===== src/rtl/scaler_v_ctrl_if.sv =====
// Config and pixel-stream bundle around scaler_v_ctrl.
// master = software/source side, slave = the controller.
interface scaler_v_ctrl_if #(
  parameter int PIXEL_WIDTH = 8
);
  logic                   cfg_en;
  logic                   cfg_wr;
  logic [15:0]            cfg_line_in_size;
  logic [15:0]            cfg_scale_step;
  logic [PIXEL_WIDTH-1:0] di_i;
  logic                   de_i;
  logic                   hs_i;
  logic                   vs_i;
  logic [PIXEL_WIDTH-1:0] do_o;
  logic                   de_o;
  logic                   hs_o;
  logic                   vs_o;
  logic [15:0]            line_in_size;
  logic [15:0]            scale_step;
  logic                   upd_o;
  logic                   err_cfg;
  logic                   busy;
  logic [15:0]            frame_cnt;
  logic [15:0]            line_cnt;

  modport master (
    output cfg_en, cfg_wr, cfg_line_in_size, cfg_scale_step,
    output di_i, de_i, hs_i, vs_i,
    input  do_o, de_o, hs_o, vs_o,
    input  line_in_size, scale_step, upd_o, err_cfg, busy,
    input  frame_cnt, line_cnt
  );

  modport slave (
    input  cfg_en, cfg_wr, cfg_line_in_size, cfg_scale_step,
    input  di_i, de_i, hs_i, vs_i,
    output do_o, de_o, hs_o, vs_o,
    output line_in_size, scale_step, upd_o, err_cfg, busy,
    output frame_cnt, line_cnt
  );
endinterface


===== src/rtl/scaler_v_ctrl.sv =====
// Frame-synchronous config apply and whole-frame stream admission
// in front of scaler_v.
module scaler_v_ctrl #(
  parameter int LINE_IN_SIZE_MAX = 1024,
  parameter int LINE_STEP        = 4096,
  parameter int PIXEL_WIDTH      = 8,
  parameter int STEP_MIN         = 1024
) (
  input logic            clk,
  input logic            rst,
  scaler_v_ctrl_if.slave bus
);

  localparam logic [16:0] LMAX     = 17'(LINE_IN_SIZE_MAX);
  localparam logic [16:0] SMIN     = 17'(STEP_MIN);
  localparam logic [16:0] SMAX     = 17'(4 * LINE_STEP);
  localparam logic [15:0] STEP_RST = 16'(LINE_STEP);

  typedef enum logic [1:0] {
    IDLE,
    WAIT_VS,
    RUN
  } state_t;

  state_t                 state_q, state_d;
  logic [PIXEL_WIDTH-1:0] do_q, do_d;
  logic                   de_q, de_d;
  logic                   hs_q, hs_d;
  logic                   vs_q, vs_d;
  logic [15:0]            act_line_q, act_line_d;
  logic [15:0]            act_step_q, act_step_d;
  logic [15:0]            pend_line_q, pend_line_d;
  logic [15:0]            pend_step_q, pend_step_d;
  logic                   pend_q, pend_d;
  logic                   loaded_q, loaded_d;
  logic                   upd_q, upd_d;
  logic                   err_q, err_d;
  logic [15:0]            frame_cnt_q, frame_cnt_d;
  logic [15:0]            line_cnt_q, line_cnt_d;
  logic                   cfg_ok;
  logic                   admit;

  always_comb begin
    state_d     = state_q;
    admit       = 1'b0;
    act_line_d  = act_line_q;
    act_step_d  = act_step_q;
    pend_line_d = pend_line_q;
    pend_step_d = pend_step_q;
    pend_d      = pend_q;
    loaded_d    = loaded_q;
    upd_d       = 1'b0;
    err_d       = err_q;
    frame_cnt_d = frame_cnt_q;
    line_cnt_d  = line_cnt_q;

    cfg_ok = ({1'b0, bus.cfg_line_in_size} < LMAX)
          && ({1'b0, bus.cfg_scale_step} >= SMIN)
          && ({1'b0, bus.cfg_scale_step} <= SMAX);

    unique case (state_q)
      IDLE: begin
        if (bus.cfg_en && (pend_q || loaded_q))
          state_d = WAIT_VS;
      end
      WAIT_VS: begin
        if (!bus.cfg_en) begin
          state_d = IDLE;
        end else if (bus.vs_i) begin
          state_d = RUN;
          admit   = 1'b1;
        end
      end
      RUN: begin
        // A stop request takes effect only on the next frame start.
        if (bus.vs_i && !bus.cfg_en)
          state_d = IDLE;
        else
          admit = 1'b1;
      end
      default: state_d = IDLE;
    endcase

    do_d = (admit && bus.de_i) ? bus.di_i : '0;
    de_d = admit & bus.de_i;
    hs_d = admit & bus.hs_i;
    vs_d = admit & bus.vs_i;

    if (admit && bus.vs_i) begin
      frame_cnt_d = frame_cnt_q + 16'd1;
      line_cnt_d  = 16'd1;
      if (pend_q) begin
        act_line_d = pend_line_q;
        act_step_d = pend_step_q;
        pend_d     = 1'b0;
        loaded_d   = 1'b1;
        upd_d      = 1'b1;
      end
    end else if (admit && bus.hs_i && (line_cnt_q != 16'hFFFF)) begin
      line_cnt_d = line_cnt_q + 16'd1;
    end

    // Evaluated after apply so a write on the vs cycle targets the next frame.
    if (bus.cfg_wr) begin
      if (cfg_ok) begin
        pend_line_d = bus.cfg_line_in_size;
        pend_step_d = bus.cfg_scale_step;
        pend_d      = 1'b1;
        err_d       = 1'b0;
      end else begin
        err_d = 1'b1;
      end
    end
  end

  always_ff @(posedge clk) begin
    if (rst) begin
      state_q     <= IDLE;
      do_q        <= '0;
      de_q        <= 1'b0;
      hs_q        <= 1'b0;
      vs_q        <= 1'b0;
      act_line_q  <= 16'd0;
      act_step_q  <= STEP_RST;
      pend_line_q <= 16'd0;
      pend_step_q <= STEP_RST;
      pend_q      <= 1'b0;
      loaded_q    <= 1'b0;
      upd_q       <= 1'b0;
      err_q       <= 1'b0;
      frame_cnt_q <= 16'd0;
      line_cnt_q  <= 16'd0;
    end else begin
      state_q     <= state_d;
      do_q        <= do_d;
      de_q        <= de_d;
      hs_q        <= hs_d;
      vs_q        <= vs_d;
      act_line_q  <= act_line_d;
      act_step_q  <= act_step_d;
      pend_line_q <= pend_line_d;
      pend_step_q <= pend_step_d;
      pend_q      <= pend_d;
      loaded_q    <= loaded_d;
      upd_q       <= upd_d;
      err_q       <= err_d;
      frame_cnt_q <= frame_cnt_d;
      line_cnt_q  <= line_cnt_d;
    end
  end

  assign bus.do_o         = do_q;
  assign bus.de_o         = de_q;
  assign bus.hs_o         = hs_q;
  assign bus.vs_o         = vs_q;
  assign bus.line_in_size = act_line_q;
  assign bus.scale_step   = act_step_q;
  assign bus.upd_o        = upd_q;
  assign bus.err_cfg      = err_q;
  assign bus.busy         = (state_q != IDLE);
  assign bus.frame_cnt    = frame_cnt_q;
  assign bus.line_cnt     = line_cnt_q;

endmodule


===== src/flat_wrapper.sv =====
// flat-port wrapper written by rule: the top's interface ports become plain ports
module scaler_v_ctrl_flat 
#(
  parameter int LINE_IN_SIZE_MAX = 1024,
  parameter int LINE_STEP        = 4096,
  parameter int PIXEL_WIDTH      = 8,
  parameter int STEP_MIN         = 1024
)
  (clk, rst, bus_cfg_en, bus_cfg_wr, bus_cfg_line_in_size, bus_cfg_scale_step, bus_di_i, bus_de_i, bus_hs_i, bus_vs_i, bus_do_o, bus_de_o, bus_hs_o, bus_vs_o, bus_line_in_size, bus_scale_step, bus_upd_o, bus_err_cfg, bus_busy, bus_frame_cnt, bus_line_cnt);
  scaler_v_ctrl_if #(.PIXEL_WIDTH(PIXEL_WIDTH)) bus_i ();
  input logic clk;
  input logic rst;
  input wire logic [$bits(bus_i.cfg_en)-1:0] bus_cfg_en;
  input wire logic [$bits(bus_i.cfg_wr)-1:0] bus_cfg_wr;
  input wire logic [$bits(bus_i.cfg_line_in_size)-1:0] bus_cfg_line_in_size;
  input wire logic [$bits(bus_i.cfg_scale_step)-1:0] bus_cfg_scale_step;
  input wire logic [$bits(bus_i.di_i)-1:0] bus_di_i;
  input wire logic [$bits(bus_i.de_i)-1:0] bus_de_i;
  input wire logic [$bits(bus_i.hs_i)-1:0] bus_hs_i;
  input wire logic [$bits(bus_i.vs_i)-1:0] bus_vs_i;
  output wire logic [$bits(bus_i.do_o)-1:0] bus_do_o;
  output wire logic [$bits(bus_i.de_o)-1:0] bus_de_o;
  output wire logic [$bits(bus_i.hs_o)-1:0] bus_hs_o;
  output wire logic [$bits(bus_i.vs_o)-1:0] bus_vs_o;
  output wire logic [$bits(bus_i.line_in_size)-1:0] bus_line_in_size;
  output wire logic [$bits(bus_i.scale_step)-1:0] bus_scale_step;
  output wire logic [$bits(bus_i.upd_o)-1:0] bus_upd_o;
  output wire logic [$bits(bus_i.err_cfg)-1:0] bus_err_cfg;
  output wire logic [$bits(bus_i.busy)-1:0] bus_busy;
  output wire logic [$bits(bus_i.frame_cnt)-1:0] bus_frame_cnt;
  output wire logic [$bits(bus_i.line_cnt)-1:0] bus_line_cnt;
  assign bus_i.cfg_en = bus_cfg_en;
  assign bus_i.cfg_wr = bus_cfg_wr;
  assign bus_i.cfg_line_in_size = bus_cfg_line_in_size;
  assign bus_i.cfg_scale_step = bus_cfg_scale_step;
  assign bus_i.di_i = bus_di_i;
  assign bus_i.de_i = bus_de_i;
  assign bus_i.hs_i = bus_hs_i;
  assign bus_i.vs_i = bus_vs_i;
  assign bus_do_o = bus_i.do_o;
  assign bus_de_o = bus_i.de_o;
  assign bus_hs_o = bus_i.hs_o;
  assign bus_vs_o = bus_i.vs_o;
  assign bus_line_in_size = bus_i.line_in_size;
  assign bus_scale_step = bus_i.scale_step;
  assign bus_upd_o = bus_i.upd_o;
  assign bus_err_cfg = bus_i.err_cfg;
  assign bus_busy = bus_i.busy;
  assign bus_frame_cnt = bus_i.frame_cnt;
  assign bus_line_cnt = bus_i.line_cnt;
  scaler_v_ctrl #(.LINE_IN_SIZE_MAX(LINE_IN_SIZE_MAX), .LINE_STEP(LINE_STEP), .PIXEL_WIDTH(PIXEL_WIDTH), .STEP_MIN(STEP_MIN)) u_core (.clk(clk), .rst(rst), .bus(bus_i));
endmodule

===== config.mk =====
export PLATFORM = sky130hd
export DESIGN_NAME = scaler_v_ctrl_flat
export DESIGN_NICKNAME = d
export VERILOG_FILES = /design/src/rtl/scaler_v_ctrl_if.sv /design/src/rtl/scaler_v_ctrl.sv /design/src/flat_wrapper.sv
export SDC_FILE = /design/constraint.sdc
export NUM_CORES = 1
export LEC_CHECK = 0
export ABC_AREA = 1
export BUFFER_PORTS_ARGS = -buffer_cell sky130_fd_sc_hd__buf_2
export CELL_PAD_IN_SITES_DETAIL_PLACEMENT = 1
export CELL_PAD_IN_SITES_GLOBAL_PLACEMENT = 2
export CORE_MARGIN = 2
export CORE_UTILIZATION = 28
export CTS_CLUSTER_DIAMETER = 40
export DETAILED_ROUTE_END_ITERATION = 10
export PLACE_DENSITY_LB_ADDON = 0.1
export SLEW_MARGIN = 20
export SYNTH_ARGS = -nofsm -noshare
export SYNTH_HDL_FRONTEND = slang
export SYNTH_SLANG_ARGS = --single-unit

===== constraint.sdc =====
create_clock -name clk -period 1.7 [get_ports clk]
set_input_delay 0.17 -clock clk [delete_from_list [all_inputs] [get_ports clk]]
set_output_delay 0.17 -clock clk [all_outputs]
set_load 0.05 [all_outputs]

==> flow_metrics.tcl <==
set metrics [dict create \
    cts.sinks 113 \
    grt_max_degree 33 \
    powerDensity_nw_per_um2 985 \
    dpl.hpwl_um 10500 \
    cts_buffers 17 \
    arrival_ns 1.92 \
    required_ns 2.00 \
    yosysWarnings 0 \
    yosys.cell_types.count 32 \
    worst_setup_path_end_kind "register" \
    cp-start-kind "register" \
    leakage_uw 0.00310 \
    dieArea_um2 18000 \
    r2r_start "u_core.state_q[1]" \
    dr.pass1.iters 4 \
    drv_cap 0 \
    slew_headroom 0.696 \
    antenna_found_initial 0 \
    post-route-drc-count 0 \
    fp.dieH_um 134 \
    cts_max_path_buffers 2 \
    core_um2 16500 \
    setup_ws_ns 0.0838 \
    clkTransAtPathRegs_ns 0.06 \
    status "finished, final reports clean" \
    setup_tns_ns 0 \
    layout-drive-gt1-share 0.284 \
    fin_nets 897 \
    die_x_um 134 \
    syn_area_um2 4730 \
    nFillCells 2069 \
    crit_type "reg -> reg" \
    finalSetupViolCount 0 \
    irDropWorstVdd_v 0.000682 \
    synth_seq_cells 113 \
    fin_skew_ns 0.00706 \
    dp_slack_ns 0.0100 \
    gp_congestion 0.783 \
    cts_tree "built" \
    syn_nets 711 \
    grt_pass1_wl_um 24700 \
    final_common_cell "nand2_1" \
    hp-start "bus_vs_i" \
    initial_core_util 0.286 \
    total_power_uw 6790 \
    yosysSeqAreaShare 0.478 \
    globalRouteOverflowTotal 0 \
    rows 47 \
    most-common-layout-cells "nand2_1, buf_2, dfxtp_1, nor2_1, a21oi_1" \
    synthCells 659 \
    reg2reg_slack_ns 0.08 \
    root_buffer "clkbuf_16" \
    cp_max_fo 11 \
    drt_iter0_drc 125 \
    syn2layout_area_growth_pct 45.7 \
    first_global_vias 5030 \
    htree_levels 4 \
    vias 4853 \
    avgRoutedWirePerCell_um 14.1 \
    antenna_cells 0 \
    clock_latency_ns 0.41 \
    syn_area_per_cell_um2 7.18 \
    hold_path_class "in -> reg" \
    min_period_ns 1.62 \
    antenna_left 0 \
    ios 125 \
    worstMarginPinSlew_ns 0.453 \
    grt_util_all_layers 0.172 \
    vias_per_cell 4.50 \
    wirelength_um 15200 \
    hold_viol 0 \
    fin_crit_sh 0.951 \
    numPortBuffers 124 \
    startpoint "u_core.state_q[1]" \
    max_freq_ghz 0.619 \
    slew_violations 0 \
]
-- registers in the layout (all words and copies together) (netlist names) --
register,cells
u_core.bus.line_cnt,16
u_core.state_q,2
u_core.bus.de_o,1
u_core.loaded_q,1
u_core.pend_line_q,16
u_core.bus.vs_o,1
u_core.pend_q,1
u_core.bus.err_cfg,1
u_core.bus.hs_o,1
u_core.pend_step_q,16
u_core.bus.scale_step,16
u_core.bus.upd_o,1
u_core.bus.line_in_size,16
u_core.bus.do_o,8
u_core.bus.frame_cnt,16
-- worst max-delay path, stage by stage, from the launching register on --
cell     delay [ns]
dfxtp_1        0.33
inv_2          0.10
ha_4           0.15
nand3_1        0.09
nand2_2        0.12
nand3_2        0.10
nor2_4         0.23
buf_12         0.16
inv_6          0.05
nor2_1         0.10
nor2_1         0.06
-- final cells by class --
type | instances | area [um^2] | area share
clock buffer | 18 | 439 | 0.0637
clock inverter | 14 | 204 | 0.0296
sequential | 113 | 2280 | 0.331
tap | 220 | 275 | 0.0399
multi-input combinational | 470 | 2190 | 0.317
timing repair buffer | 191 | 1290 | 0.188
inverter | 52 | 213 | 0.0308
-- cell usage after synthesis, drive strengths merged --
cell type  instances  area (um^2)
nand3             46          235
nand3b             2         15.0
inv               51          191
xor2               2         17.5
buf               16          114
o21ai             18         90.1
clkinv             1         8.76
and2               1         6.26
a21oi             59          329
nand4              8         50.1
dfxtp            113         2260
a21boi             2         15.0
nand2            237          927
xnor2              2         17.5
nor3               3         15.0
clkbuf             9         33.8
a31oi              1         6.26
or2                1         6.26
o21a               2         15.0
ha                 5         62.6
nor2              80          315
-- stage by stage --
stage | cells | cell area (um^2) | util | hold slack [ns]
finish | 1078 | 6900 | 0.417 | 0.103
detailed placement | 1007 | 5740 | 0.347 | 0.371
floorplan | 659 | 4750 | - | 0.273
global placement | 1007 | 5740 | 0.347 | 0.362
global route | 1078 | 6900 | 0.417 | 0.114
CTS | 1072 | 6720 | 0.407 | 0.0850
-- per-layer routing --
layer | share of wire | up-vias | GRT usage
li1 | - | 2454 | -
met1 | 0.44 | 2299 | 0.203
met2 | 0.50 | 81 | 0.304
met3 | 0.041 | 19 | 0.0469
met4 | 0.017 | 0 | 0.0550
met5 | 0 | - | 0
-- cells by family after synthesis --
kind of cell	synth area share
xor+xnor	0.00740
simple gates	0.332
compound gates	0.0962
fa+ha+maj	0.0132
buf+inv	0.0735
flops	0.478
-- power by group --
part / internal [uW] / switching, uW / total, uW
clock network: 2520 / 1370 / 3880
logic: 120 / 132 / 252
registers: 2650 / 3.40 / 2650
total: 5290 / 1500 / 6790
-- path summary, 6_finish.rpt --
kind                             to  cells after the start
max          u_core.bus.line_cnt[1]                     10
min               u_core.state_q[1]                      3
max reg2reg  u_core.bus.line_cnt[1]                     10
min reg2reg  u_core.pend_line_q[15]                      2
-- what timing repair did --
item	CTS	global route
buffers inserted	0	3
gates resized for setup	1	20
hold buffers	33	0
gates cloned	0	3
hold endpoints to repair	33	0
pin swaps	0	4
endpoints found under the setup margin	1	52
No activity file was read; power rests on OpenSTA's default activity.
